--- config.mk ---
export PLATFORM = sky130hd
export DESIGN_NAME = serial_mean_fifo
export DESIGN_NICKNAME = d
export VERILOG_FILES = /design/src/rtl/serial_mean_fifo.sv
export SDC_FILE = /design/constraint.sdc
export NUM_CORES = 1
export LEC_CHECK = 0
export CORE_ASPECT_RATIO = 0.9
export CORE_MARGIN = 2
export CORE_UTILIZATION = 59
export DETAILED_ROUTE_END_ITERATION = 16
export GPL_TIMING_DRIVEN = 0
export PLACE_DENSITY = 0.86
export SLEW_MARGIN = 30
export SYNTH_ARGS = -nofsm -noshare
export SYNTH_HDL_FRONTEND = slang
export SYNTH_SLANG_ARGS = --single-unit
--- constraint.sdc ---
create_clock -name clk -period 5.2 [get_ports clk]
set_clock_uncertainty 0.2 [all_clocks]
set_input_delay 1.04 -clock clk [delete_from_list [all_inputs] [get_ports clk]]
set_output_delay 1.04 -clock clk [all_outputs]
set_load 0.02 [all_outputs]
--- src/rtl/serial_mean_fifo.sv ---
// serial_mean_fifo: converts 15-bit signed block sums into rounded 12-bit
// means (sum/8) and queues them behind a valid/ready output port.
// Means that arrive while the queue is full are dropped and flagged in a
// sticky overflow bit.
module serial_mean_fifo #(
    parameter int DEPTH = 4
) (
    input  logic                       clk,
    input  logic                       rst_n,
    input  logic                       in_valid,
    input  logic [14:0]                in_sum,
    output logic                       out_valid,
    input  logic                       out_ready,
    output logic [11:0]                out_data,
    output logic [$clog2(DEPTH):0]     fifo_count,
    output logic                       overflow,
    input  logic                       clr_ovf
);

    localparam int AW = $clog2(DEPTH);
    localparam int CW = $clog2(DEPTH) + 1;

    logic signed [15:0] w_sumExt;
    logic signed [15:0] w_rounded;
    logic signed [15:0] w_shifted;
    logic signed [11:0] w_mean;

    logic [11:0]        r_meanQ;
    logic               r_meanV;

    logic [11:0]        r_mem [DEPTH];
    logic [AW-1:0]      r_wrPtr;
    logic [AW-1:0]      r_rdPtr;
    logic [CW-1:0]      r_count;
    logic               r_overflow;

    logic               w_outValid;
    logic               w_full;
    logic               w_pop;
    logic               w_push;
    logic               w_drop;

    // Round half toward +inf by adding 4 before the arithmetic shift, then clamp to 12 bits.
    always_comb begin
        w_sumExt  = {in_sum[14], in_sum};
        w_rounded = w_sumExt + 16'sd4;
        w_shifted = w_rounded >>> 3;
        w_mean    = w_shifted[11:0];
        if (w_shifted > 16'sd2047) begin
            w_mean = 12'sd2047;
        end else if (w_shifted < -16'sd2048) begin
            w_mean = -12'sd2048;
        end
    end

    // One-cycle mean stage: capture the mean on a pulse, valid follows the pulse.
    always_ff @(posedge clk or negedge rst_n) begin
        if (!rst_n) begin
            r_meanQ <= '0;
            r_meanV <= 1'b0;
        end else begin
            r_meanV <= in_valid;
            if (in_valid) begin
                r_meanQ <= w_mean;
            end
        end
    end

    assign w_outValid = (r_count != '0);
    assign w_full     = (r_count == CW'(DEPTH));
    assign w_pop      = w_outValid & out_ready;
    assign w_push     = r_meanV & (~w_full | w_pop);
    assign w_drop     = r_meanV & w_full & ~w_pop;

    // Storage array is left unreset; only the pointers and count define its contents.
    always_ff @(posedge clk) begin
        if (w_push) begin
            r_mem[r_wrPtr] <= r_meanQ;
        end
    end

    // Pointers wrap naturally because DEPTH is a power of two.
    always_ff @(posedge clk or negedge rst_n) begin
        if (!rst_n) begin
            r_wrPtr <= '0;
            r_rdPtr <= '0;
            r_count <= '0;
        end else begin
            if (w_push) begin
                r_wrPtr <= r_wrPtr + AW'(1);
            end
            if (w_pop) begin
                r_rdPtr <= r_rdPtr + AW'(1);
            end
            if (w_push && !w_pop) begin
                r_count <= r_count + CW'(1);
            end else if (!w_push && w_pop) begin
                r_count <= r_count - CW'(1);
            end
        end
    end

    // Sticky overflow: a drop in the same cycle as a clear keeps the flag set.
    always_ff @(posedge clk or negedge rst_n) begin
        if (!rst_n) begin
            r_overflow <= 1'b0;
        end else if (w_drop) begin
            r_overflow <= 1'b1;
        end else if (clr_ovf) begin
            r_overflow <= 1'b0;
        end
    end

    assign out_valid  = w_outValid;
    assign out_data   = r_mem[r_rdPtr];
    assign fifo_count = r_count;
    assign overflow   = r_overflow;

endmodule

==> reports/metrics.csv <==
metric;value;unit
status;completed;
final instance area;3560;µm²
total negative slack;0;ns
post-DR wirelength/cell;17.7;µm
Slew Limit Headroom;0.588;
first-pass GRT wire length;8.50;mm
hold depth;2;
Max Cap Viol;0;
CTS tree;yes;
CTS clock-pin slew for the worst setup and hold paths;0.07;ns
endpoints failing hold;0;
slowest CP cell;mux4_2;
number of buffers and inverters on the critical path;3;
Most Frequent Cell on Critical Path;buf_2;
Hold Slack;0.300;ns
VDD IR max;0.247;mV
CP Max Fanout;10;
Post-CTS Setup Bufs;0;
Final HPWL DP;3.76;mm
CP Depth;4;
post-synth top area cell;edfxtp_1;
CTS sink cnt;69;
Ports;37;
Synth warnings;0;
root buffer cell;clkbuf_8;
Yosys cell types;39;
DIE HEIGHT;70.8;µm
# resized after CTS;0;
CP endpoint kind;output pin;
Layout Nets;253;
PortBufs;34;
final setup fails;0;
post-synth top area share;0.492;
Placer Congestion;0.782;
gr ovfl total;0;
Cell Chain, Critical Path;buf_2 > buf_2 > mux4_2 > clkdlybuf4s50_1;
final worst-path cycle share;0.683;
layout cells sized above 1;0.169;
Post-synth top cells;edfxtp_1 (48), dfrtp_1 (21), nand2_1 (13);
measured slew at the worst slew-check pin;0.618;ns
Yosys reg bits;69;
num rows;24;
kind of critical path;reg2out;
ANT cells;0;
Area Growth Syn to Fin;21.4;%
initial antenna violation count;0;
hold_buf cts;0;
core area;4800;µm²
Clock Latency Late Sink;0.33;ns
r2r worst-path depth;7;
CTS buffer count;9;
Leakage;0.00125;µW
delay-heaviest family, CP;buffers and inverters;
power density over the cells;521;nW/µm²
Worst EP arrival;2.31;ns
Syn Nets;208;
leading post-synthesis cells by cell area;edfxtp_1 (49%), dfrtp_1 (18%), mux4_2 (9.2%), xnor2_1 (3.0%), ha_1 (2.6%);
R2R Setup Slk;2.54;ns
WP data required;3.96;ns
RSZ-0062 raised after global routing;false;
die area;5550;µm²
Tmin final;3.55;ns
DR DRC count;0;
HP Class;reg2reg;
Initial Utilization;0.610;
post-route ant nets;0;
DR vias;1674;
DR iter-0 viols;110;
cell area after synthesis;2930;µm²
dpl cells;280;
Max clock buf depth;2;
slowest stage delay, CP;0.57;ns
Global Route Usage Sum;0.214;
number of global-route vias before repair;1694;
1st-pass router iterations;4;
max frequency;281;MHz
DP Area;3350;µm²
Non-Filler Instances;296;
FFs w/ async S/R, synth;0.304;
crit path launch type;flip-flop;
Synth Instances;181;
Max Slew Vio Count;0;
htree depth;3;
syn_area_per_cell;16.2;µm²
Routed WL;5.23;mm
cell with the most instances after synthesis;edfxtp_1;
sequential area share after synthesis;0.672;
Synth Flop Type;edfxtp_1;
final core occ;0.740;
die extent in x;78.3;µm
pin count of the biggest net entering global routing;22;
Vias/cell;5.66;
EDFF count, synth;48;
==> state kept, by name, indices dropped and copies added, names as in the netlist <==
register / count
r_rdPtr: 2
r_wrPtr: 2
r_meanV: 1
fifo_count: 3
overflow: 1
r_mem: 48
r_meanQ: 12
==> final timing paths <==
path                                 end          start
setup / recovery             out_data[9]     r_rdPtr[0]
hold / removal                  overflow        r_meanV
setup reg to reg           fifo_count[1]  fifo_count[0]
hold reg to reg                 overflow        r_meanV
max in group asynchronous     r_meanQ[1]          rst_n
min in group asynchronous     r_wrPtr[0]          rst_n
==> layer usage <==
layer / GRT usage / up-vias / wire, µm
li1: - / 779 / -
met1: 0.261 / 835 / 2200
met2: 0.368 / 53 / 2740
met3: 0.0319 / 7 / 183
met4: 0.123 / 0 / 112
met5: 0 / - / 0
==> cells by family (layout without fill, tap and decap cells) <==
family,count (synthesis),count (layout),synth area share
mux,13,13,0.0961
xor+xnor,13,13,0.0389
flops,69,69,0.672
buf+inv,12,62,0.0188
compound gates,20,20,0.0508
fa+ha+maj,7,7,0.0325
simple gates,47,47,0.0914
==> where the power goes <==
part           switching (µW)  internal [µW]  total [µW]
sequential               63.9            718         782
combinational             312            312         623
clock                     197            251         447
total                     572           1280        1850
==> metrics by stage <==
step / setup WS (ns) / power, µW
6_report: 1.65 / 1850
5_1_grt: 1.52 / 1930
4_1_cts: 1.60 / 1870
3_5_place_dp: 1.54 / 1430
3_3_place_gp: 1.70 / 1390
2_1_floorplan: 2.37 / 1160
==> worst reg2reg max path, delay by kind of cell (launching register included) <==
kind,cells,cell delay (ns)
DFF,1,0.46
buffers and inverters,2,0.30
adders and majority gates,2,0.70
muxes,1,0.27
and+or+nand+nor,2,0.62
==> cell usage in the layout (no fill, tap or decap), drive strengths merged <==
cell type and count:
a211o 1, a31o 1, a31oi 7, and2 5
and3 4, and4 3, buf 7, bufinv 1
clkbuf 13, clkdlybuf4s50 33, clkinv 1, clkinvlp 2
dfrtp 21, edfxtp 48, fa 1, ha 6
inv 5, mux2 1, mux4 12, nand2 14
nand2b 1, nand3 5, nand4 2, nand4b 1
nor2 8, nor2b 2, nor4b 1, o211ai 2
o21a 1, o21ai 4, o22a 3, o32a 1
or3 1, xnor2 10, xor2 3
==> area by class of cell <==
| type | instances | area, µm² |
|---|---|---|
| Inverter | 4 | 15.0 |
| Tap cell | 65 | 81.3 |
| Sequential cell | 69 | 1970 |
| Clock inverter | 5 | 57.6 |
| Multi-Input combinational cell | 100 | 907 |
| Timing Repair Buffer | 34 | 335 |
| Clock buffer | 11 | 153 |
| Buffer | 8 | 40.0 |
| Fill cell | 295 | 1250 |
(Power assumes the default switching activity.)
